### config.mk
export PLATFORM = sky130hd
export DESIGN_NAME = pipe_hazard_ctrl
export DESIGN_NICKNAME = d
export VERILOG_FILES = /design/src/rtl/pipe_hazard_ctrl.sv
export SDC_FILE = /design/constraint.sdc
export NUM_CORES = 1
export LEC_CHECK = 0
export CAP_MARGIN = 20
export CORE_AREA = 2 2 131 69
export CTS_CLUSTER_DIAMETER = 30
export DETAILED_ROUTE_END_ITERATION = 16
export DIE_AREA = 0 0 133 71
export PLACE_DENSITY = 0.63
export SLEW_MARGIN = 20
export SYNTH_ARGS = -nofsm -noshare
export SYNTH_HDL_FRONTEND = slang
export SYNTH_SLANG_ARGS = --single-unit
export TNS_END_PERCENT = 30
### constraint.sdc
create_clock -name clk -period 4.2 [get_ports clk]
set_clock_uncertainty 0.05 [all_clocks]
set_input_delay 0.63 -clock clk [delete_from_list [all_inputs] [get_ports clk]]
set_output_delay 0.63 -clock clk [all_outputs]
set_load 0.1 [all_outputs]
### src/rtl/pipe_hazard_ctrl.sv
`default_nettype none
// ============================================================================
// Module   : pipe_hazard_ctrl
// Desc     : Stall/bubble/kill/forwarding control for a 4-stage D-A-M-W pipe,
//            with saturating stall and flush performance counters.
// Revision : 1.0  initial release
// ============================================================================
module pipe_hazard_ctrl #(
    parameter int REGNOBITS = 6,
    parameter bit FWD_EN    = 1'b1,
    parameter int CNTBITS   = 16
) (
    input  logic                 clk,
    input  logic                 reset,
    input  logic                 valid_D,
    input  logic [REGNOBITS-1:0] rs_D,
    input  logic [REGNOBITS-1:0] rt_D,
    input  logic                 uses_rs_D,
    input  logic                 uses_rt_D,
    input  logic                 wrreg_D,
    input  logic [REGNOBITS-1:0] wregno_D,
    input  logic                 isload_D,
    input  logic                 mispred_A,
    input  logic                 cnt_clr,
    output logic                 stall_F,
    output logic                 stall_D,
    output logic                 bubble_A,
    output logic                 kill_D,
    output logic [1:0]           fwd1_D,
    output logic [1:0]           fwd2_D,
    output logic [CNTBITS-1:0]   stall_cnt,
    output logic [CNTBITS-1:0]   flush_cnt
);

    localparam logic [CNTBITS-1:0] c_cnt_one = {{(CNTBITS-1){1'b0}}, 1'b1};
    localparam logic [CNTBITS-1:0] c_cnt_max = {CNTBITS{1'b1}};

    // Only slot A needs the load flag; M and W results are always forwardable.
    logic                 r_a_wr, r_a_ld, r_m_wr, r_w_wr;
    logic [REGNOBITS-1:0] r_a_reg, r_m_reg, r_w_reg;
    logic [CNTBITS-1:0]   r_stall_cnt, r_flush_cnt;

    logic w_need_rs, w_need_rt;
    logic w_rs_a, w_rs_m, w_rs_w;
    logic w_rt_a, w_rt_m, w_rt_w;
    logic w_hazard;
    logic [1:0] w_fwd1, w_fwd2;

    assign w_need_rs = valid_D & uses_rs_D;
    assign w_need_rt = valid_D & uses_rt_D;

    assign w_rs_a = w_need_rs & r_a_wr & (r_a_reg == rs_D);
    assign w_rs_m = w_need_rs & r_m_wr & (r_m_reg == rs_D);
    assign w_rs_w = w_need_rs & r_w_wr & (r_w_reg == rs_D);
    assign w_rt_a = w_need_rt & r_a_wr & (r_a_reg == rt_D);
    assign w_rt_m = w_need_rt & r_m_wr & (r_m_reg == rt_D);
    assign w_rt_w = w_need_rt & r_w_wr & (r_w_reg == rt_D);

    generate
        if (FWD_EN) begin : g_fwd
            always_comb begin
                w_hazard = (w_rs_a | w_rt_a) & r_a_ld;
                w_fwd1   = 2'd0;
                w_fwd2   = 2'd0;
                if (w_rs_a && !r_a_ld) w_fwd1 = 2'd1;
                else if (w_rs_m)       w_fwd1 = 2'd2;
                else if (w_rs_w)       w_fwd1 = 2'd3;
                if (w_rt_a && !r_a_ld) w_fwd2 = 2'd1;
                else if (w_rt_m)       w_fwd2 = 2'd2;
                else if (w_rt_w)       w_fwd2 = 2'd3;
            end
        end else begin : g_stall
            logic w_unused_ld;
            assign w_unused_ld = r_a_ld;
            always_comb begin
                w_hazard = w_rs_a | w_rs_m | w_rs_w | w_rt_a | w_rt_m | w_rt_w;
                w_fwd1   = 2'd0;
                w_fwd2   = 2'd0;
            end
        end
    endgenerate

    // A mispredict squashes D, so its hazard no longer matters.
    assign kill_D   = mispred_A & ~reset;
    assign stall_D  = w_hazard & ~mispred_A & ~reset;
    assign stall_F  = stall_D;
    assign bubble_A = w_hazard | mispred_A | reset;
    assign fwd1_D   = reset ? 2'd0 : w_fwd1;
    assign fwd2_D   = reset ? 2'd0 : w_fwd2;

    always_ff @(posedge clk or posedge reset) begin
        if (reset) begin
            r_a_wr  <= 1'b0;
            r_a_reg <= '0;
            r_a_ld  <= 1'b0;
            r_m_wr  <= 1'b0;
            r_m_reg <= '0;
            r_w_wr  <= 1'b0;
            r_w_reg <= '0;
        end else begin
            if (bubble_A) begin
                r_a_wr  <= 1'b0;
                r_a_reg <= '0;
                r_a_ld  <= 1'b0;
            end else begin
                r_a_wr  <= valid_D & wrreg_D;
                r_a_reg <= wregno_D;
                r_a_ld  <= isload_D;
            end
            r_m_wr  <= r_a_wr;
            r_m_reg <= r_a_reg;
            r_w_wr  <= r_m_wr;
            r_w_reg <= r_m_reg;
        end
    end

    always_ff @(posedge clk or posedge reset) begin
        if (reset) begin
            r_stall_cnt <= '0;
            r_flush_cnt <= '0;
        end else if (cnt_clr) begin
            r_stall_cnt <= '0;
            r_flush_cnt <= '0;
        end else begin
            if (stall_D && (r_stall_cnt != c_cnt_max)) r_stall_cnt <= r_stall_cnt + c_cnt_one;
            if (kill_D && (r_flush_cnt != c_cnt_max))  r_flush_cnt <= r_flush_cnt + c_cnt_one;
        end
    end

    assign stall_cnt = r_stall_cnt;
    assign flush_cnt = r_flush_cnt;

endmodule
`default_nettype wire
# == Yosys cells after proc, flatten, opt, wreduce, memory -nomap -nowiden ==
# Cells that the tools add are included.
# word_totals
ff_bits,54
out_inout_bits,40
# classes
reduce_logical,7
n_addsub,2
eq_ne,8
mux,15
bitwise_logic,24
# ops
operator,count
two-way mux 16 bit,4
== test 6 bit,6
adder 16 x 1 -> 16 bit (second input constant),2
inequality test 16 bit (second input constant),2
AND 1 bit,19
two-way mux 2 bit,8
two-way mux 6 bit,1
logical AND 1 bit,4
nonzero test 2 bit,2
OR 1 bit,3
two-way mux 1 bit,2
inverter 1 bit,2
zero test 1 bit,1

# == Depth between registers and ports, before layout ==
# logic_depth
word_depth,10
ltp_mapped,8

# == Worst setup path before layout ==
# OpenSTA, ideal clock, no wires.
# synth_timing
path_type,input port to output port
startpoint,input port rt_D[5]
endpoint,output port fwd2_D[1]
arrival_time_ns,3.419
path_slack_ns,0.101
stages,4
path_buffers,0
cell_sequence,xor2_1 nor4_1 nand3_1 a211oi_1
# synth_between
elab_chain_len,6
# synth_rtl
element,line,text
from (decl),17,"input logic [REGNOBITS-1:0] rt_D,"
== test 6 bit,57,assign w_rt_w = w_need_rt & r_w_wr & (r_w_reg == rt_D);
AND 1 bit,57,
two-way mux 2 bit,70,else if (w_rt_w) w_fwd2 = 2'd3;
two-way mux 2 bit,69,else if (w_rt_m) w_fwd2 = 2'd2;
two-way mux 2 bit *,68,if (w_rt_a && !r_a_ld) w_fwd2 = 2'd1;
two-way mux 2 bit *,89,assign fwd2_D = reset ? 2'd0 : w_fwd2;
to (decl),30,"output logic [1:0] fwd2_D,"
# Every way passes the cells marked *; elsewhere a longest branch is shown, timed or not.

# == Final worst setup path ==
# layout_timing
startpoint,input port rs_D[2]
endpoint,output port bubble_A
# layout_between
elab_chain_len,6
# layout_rtl
element,line,text
from (decl),16,"input logic [REGNOBITS-1:0] rs_D,"
== test 6 bit,52,assign w_rs_a = w_need_rs & r_a_wr & (r_a_reg == rs_D);
AND 1 bit,52,
OR 1 bit,62,w_hazard = (w_rs_a | w_rt_a) & r_a_ld;
AND 1 bit,62,
OR 1 bit (2 in a row),87,assign bubble_A = w_hazard | mispred_A | reset;
to (decl),27,"output logic bubble_A,"
# Every way passes these cells.

==> impl.org <==
** Outcome
- The flow ran to the end, and the final reports show no timing, DRC or antenna violations.

** Drt
- The final route contains 2260 vias.
- Detailed-router iteration count before antenna repair :: 4
- After the first detailed-routing iteration, the DRC count stood at 178.
- The detail route stage leaves a number of antenna-violating nets equal to 0.
- DR vias/cell :: 4.839
- Post-route DRC :: 0
- Wires add up to 7308 µm.
- Dividing the detail-routed wire length by the instance count gives 15.65 µm.

** Floorplanning
- Core area :: 0.008378 mm²
- Die Outline Area :: 0.009443 mm²
- From left edge to right edge, the die measures 133 µm.
- Num ports :: 67
- The initial utilization of the core area, before any placement, comes to 34.07%.
- From bottom edge to top edge, the die measures 71 µm.
- The initialized floorplan defines 24 standard-cell rows.

** Placed design
- The count of buffers added on input and output ports is 66.
- At the end of routability-driven placement, the weighted congestion stood at 0.9452.
- DP Wirelength :: 5535 µm
- Prior to clock tree synthesis, the placed netlist has a worst setup slack of 0.9259 ns.

** Timing
- The clock period could shrink to 3.291 ns.
- Maximum frequency from static timing analysis :: 303.9 MHz
- Worst-Margin Slew :: 0.9821 ns
- Final worst slack :: 0.9094 ns
- Worst max-slew margin expressed relative to the limit :: 34.32%
- RSZ-0062 raised after global routing :: no
- Post-route clock period utilization :: 78.35%
- The number of max-slew violations in the final report is 0.
- The number of hold violations in the final report came to 0.
- Setup violations remaining at the end of the flow were counted as 0.
- Setup TNS :: 0 ns

** GRT
- For this run, the total global-route usage over all layers was measured as 16.37%.
- Final global-route overflow total :: 0
- Number of global-route vias before repair :: 2117
- The first global-routing pass estimated 11870 µm of wire.
- Antenna violations before repair :: 0
- Largest net degree at the start of global routing :: 55

** Synthesis
- After synthesis, the largest family of logic cells by area is simple AND/OR/NAND/NOR gates.
- XOR/XNOR Fraction of Synth Area :: 15.96%
- Among all cell types in the netlist, the one instantiated most often is sky130_fd_sc_hd__dfrtp_1.
- Counting flops and latches in the post-synthesis netlist gives 54.
- The commonest cells after synthesis are sky130_fd_sc_hd__dfrtp_1 (54), sky130_fd_sc_hd__xor2_1 (41), sky130_fd_sc_hd__nor2_1 (31).
- Measured against the total synthesized area, the mux share comes to 1.885%.
- Share of synthesized flip-flops with an asynchronous set or reset :: 100.0%
- Averaged over all synthesized cells, the footprint is 10.12 µm².
- Summing the areas of all and, or, nand and nor instances in the mapped netlist gives 23.28% of the synthesized area.
- Yosys top cell by area :: sky130_fd_sc_hd__dfrtp_1
- Synthesis produced a netlist whose cell count is 282.
- Complex-gate fraction of the synthesized area :: 7.190%
- Most used DFF post-synth :: sky130_fd_sc_hd__dfrtp_1
- After synthesis, the largest area contributor takes up 47.35% of total cell area.
- Sequential element share of the synthesized area :: 47.35%
- Of the total synthesized cell area, the portion taken by full adders, half adders and majority gates is 0.8768%.
- Area of the mapped netlist :: 0.002854 mm²
- Distinct cell type count of the synthesized netlist :: 39
- For this run, the number of Yosys warnings is 0.
- Cell types occupying the most area after synthesis :: sky130_fd_sc_hd__dfrtp_1 (47%), sky130_fd_sc_hd__xor2_1 (13%), sky130_fd_sc_hd__nor2_1 (4.1%)
- When the netlist entered floorplanning its net count stood at 311.
- Counting flops with a built-in enable in the synthesized netlist gives 0.

** Worst setup path
- Req. time, crit path :: 3.52 ns
- For the worst setup path, the data arrival time is 2.61 ns.
- Of all nets on the critical path, the largest fanout is 9.
- Type of the worst setup path :: input port to output port
- Register-to-Register Path Depth :: 7
- Category of the worst setup path capture point :: output port
- STA classifies the critical path startpoint as an input port.

** CTS
- CTS Root Buffer Type :: sky130_fd_sc_hd__clkbuf_16
- After clock tree synthesis, the setup repair step added 0 buffers.
- The clock tree synthesis step divided the H-tree into 2 levels.
- The clock net in this run drives a total of 54 sinks.
- Post-CTS Hold Fix Bufs :: 0
- Clock-pin slew was measured on the worst setup and hold paths at 0.06 ns.
- The clock passes through at most 2 buffers.
- At the later pin of the worst-skew pair, clock insertion delay measures 0.29 ns.
- Post-CTS repair changed the size of 0 cells.
- Clock tree synthesis inserted a total of 5 buffers.
- Clock tree from TritonCTS :: done

** Finish
- Diode insertion count for antenna repair :: 0
- Registers take 0.001351 mm².
- The multi-input combinational cells in the finished layout cover a total of 0.001404 mm².
- Filler instances :: 795
- Cells with a size suffix above 1 make up 7.714% of the layout.
- Area growth from synthesis to layout :: 30.86%
- After the last flow step, the layout net total stands at 378.

** Run
- Maximum Capacitance Violations :: 0

** Hold path
- Path class of the lowest-slack min-delay path :: register to register
- The worst hold path was traced through 0 stages.

** Power
- For this design the static power due to leakage is 0.001578 µW.
- PD cells :: 288.1 mW/mm²
- Across the VDD grid, the largest voltage drop is 139.8 µV.
-- cells in the final DEF, fill, tap and decap left out, types with 8 or more instances in the layout --
| cell type | synthesis | final |
|---|---|---|
| sky130_fd_sc_hd__dfrtp_1 | 54 | 54 |
| sky130_fd_sc_hd__buf_4 | 3 | 10 |
| sky130_fd_sc_hd__nand2_1 | 18 | 18 |
| sky130_fd_sc_hd__nor2_1 | 31 | 31 |
| sky130_fd_sc_hd__and2_1 | 8 | 8 |
| sky130_fd_sc_hd__xnor2_1 | 11 | 11 |
| sky130_fd_sc_hd__nand4_1 | 10 | 10 |
| sky130_fd_sc_hd__clkdlybuf4s50_1 | 0 | 58 |
| sky130_fd_sc_hd__a21oi_1 | 14 | 14 |
| sky130_fd_sc_hd__nand3_1 | 14 | 14 |
| sky130_fd_sc_hd__xor2_1 | 41 | 41 |
-- kinds of logic after synthesis --
kind of cell | count (synthesis)
simple gates | 122
flops | 54
xor+xnor | 52
compound gates | 32
buf+inv | 15
mux | 5
fa+ha+maj | 2
-- cell type report --
| type | instances | area share [%] |
|---|---|---|
| Timing Repair Buffer | 68 | 17.55 |
| Multi-Input combinational cell | 213 | 37.59 |
| Clock buffer | 6 | 3.719 |
| Tap cell | 117 | 3.920 |
| Clock inverter | 2 | 0.3350 |
| Inverter | 7 | 0.7035 |
| Sequential cell | 54 | 36.18 |
-- power breakdown --
group | internal [µW] | switching [µW]
Clock | 236 | 184
Combinational | 46.7 | 68.9
Sequential | 529 | 11.1
-- metrics by stage --
stage                     hold WS [ns]  std cells  instance area, µm²  utilization [%]  total power (µW)
after floorplan                 0.3160        282                2854                -             613.4
after global placement          0.3610        459                3583            42.77             665.3
after detailed placement        0.3480        459                3583            42.77             666.0
after CTS                       0.3656        467                3735            44.58              1087
after global routing            0.3856        467                3735            44.58              1127
final                           0.3640        467                3735            44.58              1076
-- worst max-delay path: stages --
cell                              delay (ns)
sky130_fd_sc_hd__clkdlybuf4s50_1        0.48
sky130_fd_sc_hd__xnor2_1                0.22
sky130_fd_sc_hd__nand4_1                0.23
sky130_fd_sc_hd__nor4_4                 0.29
sky130_fd_sc_hd__nor2_1                 0.10
sky130_fd_sc_hd__o21a_1                 0.28
sky130_fd_sc_hd__inv_1                  0.08
sky130_fd_sc_hd__buf_4                  0.28
-- worst paths after layout --
kind / from / end / slack, ns
max reg2reg: stall_cnt[0]$_DFFE_PP0P_ / stall_cnt[13]$_DFFE_PP0P_ / 1.78
max in group asynchronous: reset / r_m_wr$_DFF_PP0_ / 2.69
min: r_a_wr$_DFF_PP0_ / r_m_wr$_DFF_PP0_ / 0.36
min in group asynchronous: reset / flush_cnt[14]$_DFFE_PP0P_ / 0.97
max: rs_D[2] / bubble_A / 0.91
min reg2reg: r_a_wr$_DFF_PP0_ / r_m_wr$_DFF_PP0_ / 0.36
-- routing by layer --
metal / GRT usage, % / wire [µm] / vias to the layer above
li1: - / - / 1118
met1: 28.46 / 4237 / 1075
met2: 19.34 / 2572 / 65
met3: 4.158 / 490 / 2
met4: 2.509 / 8 / 0
met5: 0 / 0 / -
No activity file was read; power rests on OpenSTA's default activity.
